$ cat src/rtl/fe.sv
// ---------------------------------------------------------------------------
// fe -- instruction fetch front end
//
// Sends sequential fetch requests to instruction memory. It keeps at most two
// requests either in flight or buffered. Returned instructions are presented
// to the decode stage through a registered output. A taken branch or jump
// (redirect) restarts fetch at a new PC. Responses that still belong to the
// old stream are dropped.
//
// Parameters
//   ADDR_W     address width
//   INSTR_W    instruction width
//   RESET_PC   first fetch address after reset
//   NOP_INSTR  bubble instruction shown on o_instr when o_valid is low
//
// Ports
//   clk               clock, all state on rising edge
//   clr               asynchronous active-high reset
//   stall             decode not accepting; output register is held
//   i_redirect_en     restart fetch at i_redirect_pc
//   i_redirect_pc     redirect target (word aligned)
//   o_imem_req_valid  fetch request valid
//   o_imem_req_addr   fetch address
//   i_imem_req_ready  memory accepts request (fire = valid & ready)
//   i_imem_rsp_valid  read data returned, in request order
//   i_imem_rsp_data   returned instruction
//   o_pc              PC of o_instr
//   o_instr           instruction to decode
//   o_valid           o_instr is a real fetched instruction
// ---------------------------------------------------------------------------
module fe #(
  parameter int                 ADDR_W    = 32,
  parameter int                 INSTR_W   = 32,
  parameter logic [ADDR_W-1:0]  RESET_PC  = 32'h0000_0000,
  parameter logic [INSTR_W-1:0] NOP_INSTR = 32'h0000_0013
) (
  input  logic               clk,
  input  logic               clr,
  input  logic               stall,
  input  logic               i_redirect_en,
  input  logic [ADDR_W-1:0]  i_redirect_pc,
  output logic               o_imem_req_valid,
  output logic [ADDR_W-1:0]  o_imem_req_addr,
  input  logic               i_imem_req_ready,
  input  logic               i_imem_rsp_valid,
  input  logic [INSTR_W-1:0] i_imem_rsp_data,
  output logic [ADDR_W-1:0]  o_pc,
  output logic [INSTR_W-1:0] o_instr,
  output logic               o_valid
);

  localparam logic [ADDR_W-1:0] PC_STEP = ADDR_W'(4);

  logic [ADDR_W-1:0]  pc_q;
  logic [1:0]         inflight_q;
  logic [1:0]         discard_q;
  logic [1:0]         fifo_count_q;
  logic [ADDR_W-1:0]  fifo_pc_q    [2];
  logic [INSTR_W-1:0] fifo_instr_q [2];

  logic [2:0]         credit_used;
  logic               fire;
  logic               rsp_accept;
  logic [1:0]         inflight_next;
  logic [ADDR_W-1:0]  rsp_pc;
  logic               push;
  logic               pop;

  // Credit: a request may only be issued when its instruction is guaranteed a
  // FIFO slot, so in-flight plus buffered never exceeds the FIFO depth.
  assign credit_used      = {1'b0, inflight_q} + {1'b0, fifo_count_q};
  assign o_imem_req_valid = (credit_used < 3'd2);
  assign o_imem_req_addr  = pc_q;
  assign fire             = o_imem_req_valid & i_imem_req_ready;

  // A response with nothing outstanding is stale (e.g. issued before a reset).
  assign rsp_accept    = i_imem_rsp_valid & (inflight_q != 2'd0);
  assign inflight_next = inflight_q + {1'b0, fire} - {1'b0, rsp_accept};

  // Outstanding requests that are kept were issued back to back and end just
  // below pc_q. The oldest one, which is the one responding now, therefore
  // sits inflight_q words behind pc_q. Discarded requests are never pushed,
  // so this only matters when discard_q is zero.
  assign rsp_pc = pc_q - ADDR_W'({inflight_q, 2'b00});

  assign push = rsp_accept & (discard_q == 2'd0) & ~i_redirect_en;
  assign pop  = ~stall & ~i_redirect_en & (fifo_count_q != 2'd0);

  // Fetch PC, outstanding count and the number of old-stream responses still
  // to drop. On a redirect, everything outstanding after this edge belongs to
  // the old stream. That includes a request firing in the same cycle.
  always_ff @(posedge clk or posedge clr) begin
    if (clr) begin
      pc_q       <= RESET_PC;
      inflight_q <= 2'd0;
      discard_q  <= 2'd0;
    end else begin
      inflight_q <= inflight_next;
      if (i_redirect_en) begin
        pc_q      <= i_redirect_pc;
        discard_q <= inflight_next;
      end else begin
        if (fire) begin
          pc_q <= pc_q + PC_STEP;
        end
        if (rsp_accept && (discard_q != 2'd0)) begin
          discard_q <= discard_q - 2'd1;
        end
      end
    end
  end

  // Two-entry in-order FIFO of {pc, instr}. Entry 0 is always the head.
  // The credit rule means a push only happens with at most one entry present.
  always_ff @(posedge clk or posedge clr) begin
    if (clr) begin
      fifo_count_q    <= 2'd0;
      fifo_pc_q[0]    <= '0;
      fifo_pc_q[1]    <= '0;
      fifo_instr_q[0] <= '0;
      fifo_instr_q[1] <= '0;
    end else if (i_redirect_en) begin
      fifo_count_q <= 2'd0;
    end else begin
      case ({push, pop})
        2'b10: begin
          fifo_pc_q[fifo_count_q[0]]    <= rsp_pc;
          fifo_instr_q[fifo_count_q[0]] <= i_imem_rsp_data;
          fifo_count_q                  <= fifo_count_q + 2'd1;
        end
        2'b01: begin
          fifo_pc_q[0]    <= fifo_pc_q[1];
          fifo_instr_q[0] <= fifo_instr_q[1];
          fifo_count_q    <= fifo_count_q - 2'd1;
        end
        2'b11: begin
          if (fifo_count_q == 2'd1) begin
            fifo_pc_q[0]    <= rsp_pc;
            fifo_instr_q[0] <= i_imem_rsp_data;
          end else begin
            fifo_pc_q[0]    <= fifo_pc_q[1];
            fifo_instr_q[0] <= fifo_instr_q[1];
            fifo_pc_q[1]    <= rsp_pc;
            fifo_instr_q[1] <= i_imem_rsp_data;
          end
        end
        default: begin
        end
      endcase
    end
  end

  // Output register toward decode. A redirect inserts a bubble even when
  // decode is stalled. o_pc keeps its last value while showing a bubble.
  always_ff @(posedge clk or posedge clr) begin
    if (clr) begin
      o_pc    <= '0;
      o_instr <= NOP_INSTR;
      o_valid <= 1'b0;
    end else if (i_redirect_en) begin
      o_instr <= NOP_INSTR;
      o_valid <= 1'b0;
    end else if (!stall) begin
      if (fifo_count_q != 2'd0) begin
        o_pc    <= fifo_pc_q[0];
        o_instr <= fifo_instr_q[0];
        o_valid <= 1'b1;
      end else begin
        o_instr <= NOP_INSTR;
        o_valid <= 1'b0;
      end
    end
  end

endmodule
$ cat config.mk
export PLATFORM = sky130hd
export DESIGN_NAME = fe
export DESIGN_NICKNAME = d
export VERILOG_FILES = /design/src/rtl/fe.sv
export SDC_FILE = /design/constraint.sdc
export NUM_CORES = 1
export LEC_CHECK = 0
export CORE_MARGIN = 8
export CORE_UTILIZATION = 48
export DETAILED_ROUTE_END_ITERATION = 6
export HOLD_SLACK_MARGIN = 0.06
export PLACE_DENSITY = 0.75
export SLEW_MARGIN = 20
export SYNTH_ARGS = -nofsm -noshare
export SYNTH_HDL_FRONTEND = slang
export SYNTH_SLANG_ARGS = --single-unit
$ cat constraint.sdc
create_clock -name clk -period 7.7 [get_ports clk]
set_input_delay 1.54 -clock clk [delete_from_list [all_inputs] [get_ports clk]]
set_output_delay 1.54 -clock clk [all_outputs]
set_load 0.1 [all_outputs]
; Word level (Yosys, flattened, before mapping)
; Cells that the tools add are included.
; Widths: inputs -> output; s select.
[classes]
add_sub_neg = 8
n_mul = 0
div_mod_pow = 0
magnitude_cmp = 3
n_eq_ne = 6
shift = 0
n_mux = 24
bitwise = 9
reduce_logical = 14
[ops]
columns = operator, count
row1 = $mux 32, 10
row2 = $pmux 32 s3, 2
row3 = $bwmux 64, 2
row4 = $pmux 32 s2, 2
row5 = $add 32x3->32 const B, 1
row6 = $demux 32 s1, 1
row7 = $sub 32x4->32, 1
row8 = $reduce_bool 2->1, 6
row9 = $and 1x1->1, 6
row10 = $mux 2, 3
row11 = $reduce_and 3->1, 2
row12 = $reduce_bool 3->1, 2
row13 = $eq 2x1->1 const B, 2
row14 = $eq 2x2->1 const B, 2
row15 = $pmux 2 s2, 1
row16 = $sub 2x1->2 const B, 2
row17 = $add 2x2->3, 1
row18 = $lt 3x2->1 const B, 1
row19 = $mux 1, 3
row20 = $add 2x1->2, 1
row21 = $add 2x1->2 const B, 1
row22 = $ge 2x2->1 const B, 1
row23 = $logic_and 1x1->1, 2
row24 = $logic_not 2->1, 1
row25 = 7 further kinds, 8
[totals]
ff_bits = 231
latchBits = 0
mem_bits_rw = 0
rom_bits = 0
input_bits = 70
output_inout_bits = 98
wordCells = 75
mem_count = 0

; Logic depth before layout (Yosys ltp)
[depth]
depth_word = 7
ltp_mapped = 12
depth_no_buf = 11

; Worst setup path after synthesis
; Ideal clock, no wire load.
[synth_timing]
kind = flip-flop to output port
start = register inflight_q[1]
end = output o_imem_req_valid
t_arrival_ns = 1.787
required_time_ns = 6.160
path_slack_ns = 4.373
path_stages_with_launch = 4
n_path_buf = 0
path_cell_list = dfrtp_1 inv_1 fa_1 and2_1
[synth_between]
elab_chain_len = 2
[synth_rtl]
columns = item, line
row1 = "start, declared", 55  ; logic [1:0] inflight_q;
row2 = "start signal, assigned", 98  ; inflight_q <= inflight_next;
row3 = $add 2x2->3, 71  ; assign credit_used = {1'b0, inflight_q} + {1'b0, fifo_count_q};
row4 = $lt 3x2->1, 72  ; assign o_imem_req_valid = (credit_used < 3'd2);
row5 = "end, declared", 42  ; output logic o_imem_req_valid,
; No other way between the ends.

; Worst setup path after layout
; Ends and elaborated chain as after synthesis.

==> flow_summary_export.csv <==
group,metric,value,unit
synthesis,synth.area.top_cells,"dfrtp_1, nand2_1, xnor2_1, o21ai_0, a222oi_1",
global_routing,grt_max_degree,85,
sta,period_share,0.580,
synthesis,ys_warn_count,0,
sta,tns,0,ps
final_layout,finalInstanceArea,13000,um^2
synthesis,synth_ff_type,"dfrtp_1",
synthesis,synth_area,10300,um^2
outcome,status,"completed",
clock_tree,clockBufferDepth,3,
worst_setup_path,cp.arrival,2930,ps
final_layout,seqCellArea,5780,um^2
final_layout,final_util,0.616,
die,rows,53,
clock_tree,cts_tree,"built",
worst_setup_path,cp.required,6160,ps
synthesis,synth_async_sr_flop_share,1.00,
sta,slew_violations,0,
final_layout,final_common_cell,"nand2_1",
route,drtIter0Drc,778,
worst_setup_path,startpoint_type,"flop",
final_layout,nFillCells,1678,
die,die_y,162,um
sta,relSlewSlack,0.299,
clock_tree,cts_hold_buf,0,
final_layout,multi_input_area,4050,um^2
global_routing,track_usage,0.195,
hold_path,hp-class,"reg2reg",
placement,dpl_worst_slack,3270,ps
route,dr_total_vias,8072,
clock_tree,clkLatencyLatePin,520,ps
pwr,ir_worst_vdd,322,uV
sta,skew,20.8,ps
synthesis,yosys.cell_types.count,51,
worst_setup_path,r2r_start,"fifo_count_q[0]",
sta,setup_viol,0,
pwr,p_per_area,382,nW/um^2
pwr,power.leakage,5.92,nW
worst_setup_path,path_delay_family,"buffers and inverters",
route,wl_per_cell,18.0,um
placement,place_congestion,0.829,
final_layout,n_antenna_cell,0,
worst_setup_path,rrSetupSlack,4500,ps
clock_tree,h-tree-depth,1,
route,antenna_left,0,
worst_setup_path,slowest_stage,"clkdlybuf4s50_1",
job,drv_cap,0,
sta,fin_ws,3230,ps
final_layout,synthToLayoutAreaGrowth,25.8,%
worst_setup_path,max_stage_delay,1130,ps
clock_tree,cts_buffers,24,
pwr,fin_total_pwr,4.95,mW
die,start_util,0.490,
route,first_pass_iters,7,
clock_tree,cts_resized,0,
die,die_x,162,um
hold_path,holdCritStartpoint,"o_pc[17]",
final_layout,num-nets-final,1239,
synthesis,ys_seq_area_frac,0.562,
placement,placed_area,12100,um^2
placement,place_inst,1408,
worst_setup_path,crit_chain,"inv_1 -> fa_1 -> and2_1 -> clkdlybuf4s50_1",
worst_setup_path,critPathBufInv,2,
clock_tree,clock_sinks,231,
route,drc,0,
global_routing,grt_pass1_vias,8025,
global_routing,grt_pass1_wl,42800,um
sta,final.min_clock_period,4470,ps
synthesis,syn-num-nets,1112,
synthesis,synth_top_area_frac,0.554,
worst_setup_path,worstSetupPathType,"reg2out",
worst_setup_path,cp_max_fo,5,
sta,fmax,224,MHz
die,coreArea,21000,um^2
final_layout,stdcell_count,1452,
placement,port_buffers,167,
final_layout,final_cell_mix,"nand2_1, dfrtp_1, clkdlybuf4s50_1",
die,dieArea,26400,um^2
synthesis,synthCells,1032,
route,wl,26100,um
global_routing,grt-ovfl-total,0,
synthesis,synth_enable_flop_cells,0,
clock_tree,cts_root_buf,"clkbuf_16",
placement,place_hpwl,17600,um
clock_tree,postCtsSetupBuffers,0,
die,ios,168,
synthesis,ys_seq_elements,231,
worst_setup_path,end_kind,"primary output",
final_layout,drive_gt1_frac,0.0731,
global_routing,antenna_found_initial,0,
sta,fin_hold_ws,475,ps
sta,rsz0062_at_grt,"no",
synthesis,syn_avg_cell_area,9.98,um^2
worst_setup_path,crit_start,"inflight_q[1]",
sta,hold_viol_final,0,
route,vias_per_cell,5.56,
synthesis,yosysTopAreaCell,"dfrtp_1",
sta,worst_pin_slew,1050,ps
clock_tree,clk_pin_slew_worst_paths,60,ps
==> report_power, final <==
group | internal [mW] | switching [mW] | leakage [nW] | total, mW
Combinational | 0.555 | 1.37 | 2.51 | 1.93
Clock | 0.699 | 0.466 | 0.408 | 1.16
Sequential | 1.60 | 0.265 | 3.00 | 1.86
==> kinds of logic (layout without fill, tap and decap cells) <==
family | count (synthesis) | after routing | share of synthesized area
AO/OA/AOI/OAI | 205 | 205 | 0.139
flip-flops | 231 | 231 | 0.562
adder cells (fa/ha/maj) | 10 | 10 | 0.0136
buffers and inverters | 128 | 273 | 0.0498
XOR/XNOR | 59 | 59 | 0.0502
AND/OR/NAND/NOR | 393 | 393 | 0.179
multiplexers | 6 | 6 | 0.00656
==> final timing paths <==
kind / cells past startpoint / endpoint
setup / recovery: 4 / o_imem_req_valid
hold / removal: 2 / o_pc[17]
setup reg to reg: 8 / fifo_pc_q[32]
hold reg to reg: 2 / o_pc[17]
max in group asynchronous: 4 / o_imem_req_addr[31]
min in group asynchronous: 3 / o_pc[4]
==> worst reg2reg max path, delay by kind of cell (launching register included) <==
kind / cells / cell delay, ps
flip-flops: 1 / 510
AND/OR/NAND/NOR: 1 / 350
adder cells (fa/ha/maj): 1 / 260
AO/OA/AOI/OAI: 3 / 1110
buffers and inverters: 3 / 880
==> Yosys cell counts, types with 14 or more instances <==
cell / count
a222oi_1: 33
a22o_1: 30
a22oi_1: 24
clkbuf_1: 61
dfrtp_1: 228
inv_1: 48
nand2_1: 279
nor2_1: 16
nor3_1: 21
nor4_1: 14
o21ai_0: 80
xnor2_1: 46
==> sequential cells by signal, indices dropped and copies added, names as in the netlist <==
register and flops:
fifo_instr_q 64, fifo_pc_q 64, o_imem_req_addr 32, o_instr 32, o_pc 32, discard_q 2, fifo_count_q 2, inflight_q 2
o_valid 1
==> metal layers <==
metal | up-vias | GRT usage | wire length (um)
li1 | 3821 | - | -
met1 | 3947 | 0.277 | 11700
met2 | 263 | 0.298 | 12100
met3 | 41 | 0.0394 | 1740
met4 | 0 | 0.0556 | 563
met5 | - | 0 | 0
==> cell type report <==
cell class | instances | area share
Sequential cell | 231 | 0.447
Multi-Input combinational cell | 673 | 0.312
Timing Repair Buffer | 181 | 0.137
Clock buffer | 32 | 0.0533
Tap cell | 275 | 0.0266
Inverter | 48 | 0.0142
Clock inverter | 12 | 0.00985
Power figures use the tool's default switching activity.
